--- src/rtl/led_mux.sv ---
// Row scanner for a time-multiplexed LED matrix: one row strobe at a time,
// each held for CLOCK_DELAY clocks, with that row's column pattern registered alongside.
module led_mux #(
  parameter int unsigned NUM_ROWS          = 4,
  parameter int unsigned NUM_ROWS_WIDTH    = 2,
  parameter int unsigned NUM_COLS          = 8,
  parameter int unsigned CLOCK_DELAY       = 10,
  parameter int unsigned CLOCK_DELAY_WIDTH = 4
) (
  input  logic                clk,
  input  logic                i_rst,
  input  logic [NUM_COLS-1:0] i_rows [0:NUM_ROWS-1],
  output logic [NUM_COLS-1:0] o_cols,
  output logic [NUM_ROWS-1:0] o_rows
);

  localparam logic [NUM_ROWS_WIDTH-1:0]    LAST_ROW = NUM_ROWS_WIDTH'(NUM_ROWS - 1);
  localparam logic [CLOCK_DELAY_WIDTH-1:0] LAST_DLY = CLOCK_DELAY_WIDTH'(CLOCK_DELAY - 1);

  logic [NUM_ROWS_WIDTH-1:0]    r_row_idx;
  logic [CLOCK_DELAY_WIDTH-1:0] r_dly_cnt;
  logic [NUM_ROWS-1:0]          w_strobe;
  logic [NUM_COLS-1:0]          w_cols;

  // Decode by search rather than direct indexing so an impossible index falls back to row 0.
  always_comb begin
    w_strobe = NUM_ROWS'(1);
    w_cols   = i_rows[0];
    for (int unsigned r = 1; r < NUM_ROWS; r++) begin
      if (r_row_idx == NUM_ROWS_WIDTH'(r)) begin
        w_strobe = NUM_ROWS'(1) << r;
        w_cols   = i_rows[r];
      end
    end
  end

  always_ff @(posedge clk or negedge i_rst) begin
    if (!i_rst) begin
      r_row_idx <= '0;
      r_dly_cnt <= '0;
      o_rows    <= '0;
      o_cols    <= '0;
    end else begin
      o_rows <= w_strobe;
      o_cols <= w_cols;
      if (r_dly_cnt >= LAST_DLY) begin
        r_dly_cnt <= '0;
        r_row_idx <= (r_row_idx >= LAST_ROW) ? '0 : r_row_idx + 1'b1;
      end else begin
        r_dly_cnt <= r_dly_cnt + 1'b1;
      end
    end
  end

endmodule

--- config.mk ---
export PLATFORM = sky130hd
export DESIGN_NAME = led_mux
export DESIGN_NICKNAME = d
export VERILOG_FILES = /design/src/rtl/led_mux.sv
export SDC_FILE = /design/constraint.sdc
export NUM_CORES = 1
export LEC_CHECK = 0
export CAP_MARGIN = 20
export CELL_PAD_IN_SITES_DETAIL_PLACEMENT = 1
export CELL_PAD_IN_SITES_GLOBAL_PLACEMENT = 1
export CORE_ASPECT_RATIO = 0.75
export CORE_UTILIZATION = 32
export CTS_CLUSTER_DIAMETER = 50
export DETAILED_ROUTE_END_ITERATION = 8
export HOLD_SLACK_MARGIN = 0.12
export PLACE_DENSITY = 0.93
export SYNTH_ARGS = -nofsm -noshare
export SYNTH_HDL_FRONTEND = slang
export SYNTH_SLANG_ARGS = --single-unit
--- constraint.sdc ---
create_clock -name clk -period 4.32 [get_ports clk]
set_input_delay 0.432 -clock clk [delete_from_list [all_inputs] [get_ports clk]]
set_output_delay 0.432 -clock clk [all_outputs]
set_load 0.02 [all_outputs]
==> flow_summary.toml <==
[clocking]
clk-insertion-delay-late_ns = 0.26
cts_tree = "built"
cts_resized = 0
post_cts_hold_buffer_count = 0
clockRootBuffer = "sky130_fd_sc_hd__clkbuf_8"
cts_num_sinks = 18
post_cts.repair.setup_buffers = 0
clock_tree.htree_level_count = 1
cts_buffer_depth = 2
clock_slew_at_the_register_clock_pins_of_the_worst_setup_and_hold_paths_ns = 0.07
cts_buffers = 3

[yosys]
netlist_instances = 76
avgSynthCellArea_um2 = 12.4
syn_nets = 117
synthDistinctLibCells = 18
yosys_warn_count = 0
synth.yosys.seq_area_share_pct = 47.7
syn-cell-area_um2 = 945
synth.ff_latch_count = 18

[drt]
antenna_viol_nets_final = 0
drt_pre_antenna_iters = 4
detail_route.vias_per_cell = 4.67
post_drt_wl_per_cell_um = 15.4
detailroute.via_count = 738
drc_errors = 0
wirelength_mm = 2.44
drt-initial-drc-count = 11

[worst_setup_path]
cp_data_required_time_ns = 4.44
crit_end = "o_cols[3]"
r2r.worst_path.cells = 5
crit_path_start = "r_row_idx[1]"
critical_path_class = "reg2reg"
reg2reg_setup_slack_ns = 2.52
r2r-start = "r_row_idx[1]"
setup.worst_path.end_class = "register"
worstReg2RegEnd = "o_cols[3]"
timing.critical_path.arrival_ns = 1.92
worst-path-max-fanout = 9
critical_path.startpoint_type = "register"

[sta]
finalCriticalPeriod_ns = 1.80
final.hold.worst_slack_ns = 0.584
final-hold-violation-count = 0
setup-tns-final_ns = 0
slew_viol_final = 0
grt_setup_unrepaired = "no"
finalSetupViolations = 0
tightestPinTransition_ns = 0.842
relSlewSlack_pct = 43.7
skew_ns = 0.00248
clock.fmax_ghz = 0.556
period_share_pct = 41.7

[power_and_ir_drop]
sequentialPowerShare_pct = 46.7
p_switching_mw = 0.0790
sw_frac_of_total_pct = 21.3
power.share.clock_pct = 37.9
combinationalPowerShare_pct = 15.4
vdd_ir_drop_max_v = 0.000133
leakage_power_of_the_design_nw = 0.610
intPower_mw = 0.293
power.density_nw_per_um2 = 253

[die]
floorplan.die_area_um2 = 3180
placementRows = 16
design.portCount = 46
initial_core_util_pct = 35.0
die_h_um = 49.1
coreArea_um2 = 2700
die_x_um = 64.7

[min_path]
hold_path.class = "reg2reg"

[grt]
vias_in_the_first_global_route = 836
grt_max_degree = 19
grt_util_overall_pct = 17.1
gr-total-overflow = 0
grt_antenna_before_repair = 0
grt_pass1_wl_mm = 3.95

[final_layout]
fin_nets = 164
drive_above_1_share_pct = 13.9
diodes = 0
areaGrowthSynthToFinish_pct = 55.8
instances_no_fill = 158
final_core_utilization_pct = 54.4

[job]
maxCapViolations = 0

[placed_design]
detailed_placement_hpwl_mm = 1.86
globalplace.congestion = 0.635
post-place-cells = 154
portBuffers = 45

[outcome]
outcome = "completed"
[layout by cell type (no fill, tap or decap), drive strengths merged]
cell and n:
clkdlybuf4s50 45, nand2 8, nor2b 1, inv 4
ha 7, nand2b 1, a21oi 1, nor2 2
dfrtp 18, a32o 1, clkbuf 4, mux2 11
mux2i 8, and2 2, o21ai 9
[worst max-delay path: stages (launching register included)]
cell and delay (ns):
sky130_fd_sc_hd__dfrtp_1 0.42, sky130_fd_sc_hd__inv_1 0.11, sky130_fd_sc_hd__ha_1 0.50, sky130_fd_sc_hd__mux2_4 0.34, sky130_fd_sc_hd__mux2i_1 0.21, sky130_fd_sc_hd__o21ai_1 0.09
[flip-flops by register name, summed over array words and instances, names as in the netlist]
| register | flops |
|---|---|
| o_cols | 8 |
| o_rows | 4 |
| r_dly_cnt | 4 |
| r_row_idx | 2 |
[worst min-delay path by stage]
stage / start / endpoint / slack (ns) / cells past startpoint
floorplan: i_rst / o_cols[0] / 0.14 / 0
global placement: r_dly_cnt[3] / r_dly_cnt[3] / 0.54 / 1
detailed placement: r_row_idx[1] / r_row_idx[1] / 0.57 / 1
CTS: r_row_idx[1] / r_row_idx[1] / 0.58 / 1
global route: r_row_idx[1] / r_row_idx[1] / 0.62 / 1
finish: r_row_idx[1] / r_row_idx[1] / 0.58 / 1
[stage by stage]
stage	setup WS [ns]	cell area, µm²	power [mW]
floorplan	2.95	945	0.191
global placement	2.63	1420	0.233
detailed placement	2.54	1420	0.235
CTS	2.51	1470	0.376
global route	2.43	1470	0.386
finish	2.52	1470	0.372
[area by class of cell]
type	instances	area (µm²)
Fill cell	297	1230
Multi-Input combinational cell	51	455
Sequential cell	18	450
Timing Repair Buffer	45	450
Clock buffer	4	55.1
Tap cell	36	45.0
Inverter	4	15.0
[power groups by stage]
stage | Sequential (mW) | Clock (mW) | Combinational [mW]
final | 0.173 | 0.141 | 0.0573
after global placement | 0.177 | 0 | 0.0565
after CTS | 0.174 | 0.144 | 0.0582
after detailed placement | 0.177 | 0 | 0.0578
after floorplan | 0.182 | 0 | 0.00931
after global routing | 0.174 | 0.152 | 0.0608
[kinds of logic (layout without fill, tap and decap cells)]
| family | after synthesis | in the layout | share of synthesized area, % |
|---|---|---|---|
| compound gates | 11 | 11 | 6.75 |
| fa+ha+maj | 7 | 7 | 9.27 |
| buf+inv | 7 | 53 | 4.11 |
| flops | 18 | 18 | 47.7 |
| mux | 19 | 19 | 24.8 |
| simple gates | 14 | 14 | 7.42 |
[synth_stat cells]
library cell	n	area (µm²)
sky130_fd_sc_hd__mux2_2	3	33.8
sky130_fd_sc_hd__dfrtp_1	18	450
sky130_fd_sc_hd__nor2_1	2	7.51
sky130_fd_sc_hd__buf_2	1	5.00
sky130_fd_sc_hd__a32o_1	1	10.0
sky130_fd_sc_hd__buf_4	1	7.51
sky130_fd_sc_hd__nand2_1	8	30.0
sky130_fd_sc_hd__o21ai_2	1	8.76
sky130_fd_sc_hd__mux2_4	8	120
sky130_fd_sc_hd__nand2b_4	1	13.8
sky130_fd_sc_hd__nor2b_1	1	6.26
sky130_fd_sc_hd__and2_1	2	12.5
sky130_fd_sc_hd__mux2i_1	8	80.1
sky130_fd_sc_hd__buf_6	1	11.3
sky130_fd_sc_hd__o21ai_1	8	40.0
sky130_fd_sc_hd__ha_1	7	87.6
sky130_fd_sc_hd__a21oi_1	1	5.00
sky130_fd_sc_hd__inv_1	4	15.0
[routing by layer]
metal	track usage [%]	vias up	share of wire, %
met5	0	-	0
met4	6.67	0	0.78
met3	3.27	2	4.5
met2	31.1	31	51
met1	19.4	356	43
li1	-	349	-
(Power assumes the default switching activity.)
==> RTL edit: new RTL, config.mk and constraints unchanged <==
Reset style: synchronous (`i_rst`), changed in one clocked block.
--- a/src/rtl/led_mux.sv
+++ b/src/rtl/led_mux.sv
@@ -36,3 +36,3 @@
 
-  always_ff @(posedge clk or negedge i_rst) begin
+  always_ff @(posedge clk) begin
     if (!i_rst) begin
Behaviour: differs if i_rst is asserted again (counterexample within 4 cycles, from zero or initial values and one cycle with i_rst low); with i_rst held inactive, the same outputs for 10 cycles.
==> RTL edit against the unedited design <==
Synthesized area is 7.8% lower. Worst hold slack worse by 0.088 ns. Final cell count increased by 9.5%. First-iteration DRC count up 120%. Worst setup slack worse by 0.15 ns. Wire length grew 15%. Power shrank 6.1%. Cell area fell by 7.2%. Sequential cell count is the same. Critical endpoint is now o_cols[0]. Highest routed layer unchanged.
==> RTL edit: results (changes against the unedited design) <==
<table>
<tr><th>Metric</th><th>Value</th></tr>
<tr><th colspan="2">Global routing</th></tr>
<tr><td>Total track usage</td><td>21.0% (+4.0 points)</td></tr>
<tr><td>Met3 Resource Use GR</td><td>3.40% (+0.13 points)</td></tr>
<tr><td>Number of global-route vias before repair</td><td>924 (+11%)</td></tr>
<tr><td>Met2 usage</td><td>46.8% (+16 points)</td></tr>
<tr><th colspan="2">Clocking</th></tr>
<tr><td>Clock transition at the registers of the reported paths</td><td>0.10 ns (+0.03 ns)</td></tr>
<tr><td>Cell at the root of the clock tree</td><td>sky130_fd_sc_hd__clkbuf_4</td></tr>
<tr><td>Clock latency on the worst-skew pair</td><td>0.29 ns (+0.03 ns)</td></tr>
<tr><th colspan="2">Final layout</th></tr>
<tr><td>Fraction of final layout cells with drive strength greater than 1</td><td>5.04% (-8.9 points)</td></tr>
<tr><td>Post-route non-filler standard cell count</td><td>173 (+9.5%)</td></tr>
<tr><th colspan="2">Power</th></tr>
<tr><td>Leakage</td><td>0.599 nW (-1.8%)</td></tr>
<tr><th colspan="2">Setup path</th></tr>
<tr><td>Launch instance of the worst register-to-register path</td><td>r_row_idx[0]</td></tr>
<tr><td>Biggest fanout along the worst timing path</td><td>17 (+8)</td></tr>
<tr><td>Register-to-register setup slack</td><td>2.38 ns (-0.14 ns)</td></tr>
<tr><td>Beginning of the critical path</td><td>i_rst</td></tr>
<tr><th colspan="2">Detailed routing</th></tr>
<tr><td>Drt total wl</td><td>2790 um (+15%)</td></tr>
<tr><td>M1 WL</td><td>1110 um (+5.4%)</td></tr>
<tr><td>Met3 wire len</td><td>81 um (-26%)</td></tr>
<tr><td>Met2 Wirelength</td><td>1550 um (+24%)</td></tr>
<tr><th colspan="2">Logic synthesis</th></tr>
<tr><td>Sequential cell area fraction in the yosys report</td><td>41.4% (-6.3 points)</td></tr>
<tr><td>Predominant post-synthesis flop cell</td><td>sky130_fd_sc_hd__dfxtp_1</td></tr>
<tr><th colspan="2">Place</th></tr>
<tr><td>GPL Wtd Cong</td><td>0.755 (+19%)</td></tr>
<tr><td>Placed wire-length estimate after detailed placement</td><td>2200 um (+19%)</td></tr>
<tr><td>Pre-CTS worst setup slack</td><td>2.07 ns (-0.467 ns)</td></tr>
<tr><th colspan="2">STA</th></tr>
<tr><td>Achievable frequency</td><td>514 MHz (-7.6%)</td></tr>
<tr><td>Final Skew</td><td>0.00424 ns (+0.00176 ns)</td></tr>
<tr><th colspan="2">Status</th></tr>
<tr><td>Run status</td><td>finished clean</td></tr>
</table>
## RTL edit: cell count changes after synthesis, sizes merged, moves of 2 or more
cell    change
clkbuf      +2
inv         +2
dfxtp      +18
a22o        +8
nand2      +10
a21o        +8
xnor2       +2
mux2i       -7
dfrtp      -18
nor2        +2
mux2       -11
## RTL edit: critical path, cell delays in order
cell and delay, ns:
sky130_fd_sc_hd__clkdlybuf4s50_1 0.85, sky130_fd_sc_hd__nor4b_4 0.58, sky130_fd_sc_hd__a22o_1 0.24, sky130_fd_sc_hd__a21o_1 0.08
## RTL edit: stage by stage
step           hold slack (ns)  power [mW]
2_1_floorplan            0.445       0.204
3_3_place_gp             0.458       0.246
3_5_place_dp             0.481       0.250
4_1_cts                  0.501       0.352
5_1_grt                  0.548       0.362
6_report                 0.496       0.349
## RTL edit: where the power goes
group	switching [mW]	leakage [nW]	total [mW]	internal, mW
clock network	0.0507	0.0210	0.102	0.0513
logic	0.0245	0.430	0.0692	0.0447
registers	0.00430	0.148	0.178	0.173
## RTL edit: final cells by class
cell class | instances | area [sq um] | area share [%]
Timing Repair Buffer | 45 | 450 | 33.0
Tap cell | 34 | 42.5 | 3.12
Clock buffer | 4 | 36.3 | 2.66
Inverter | 6 | 22.5 | 1.65
Sequential cell | 18 | 360 | 26.4
Multi-Input combinational cell | 66 | 453 | 33.2
## RTL edit: kinds of logic (layout without fill, tap and decap cells)
kind of cell | count (synthesis) | in the layout | synth area share [%]
xor gates and xnor gates | 2 | 2 | 2.01
adders and majority gates | 6 | 6 | 8.62
and+or+nand+nor | 30 | 30 | 18.4
AOI/OAI and AO/OA | 27 | 27 | 21.8
buffers and inverters | 11 | 55 | 6.61
DFF | 18 | 18 | 41.4
muxes | 1 | 1 | 1.15
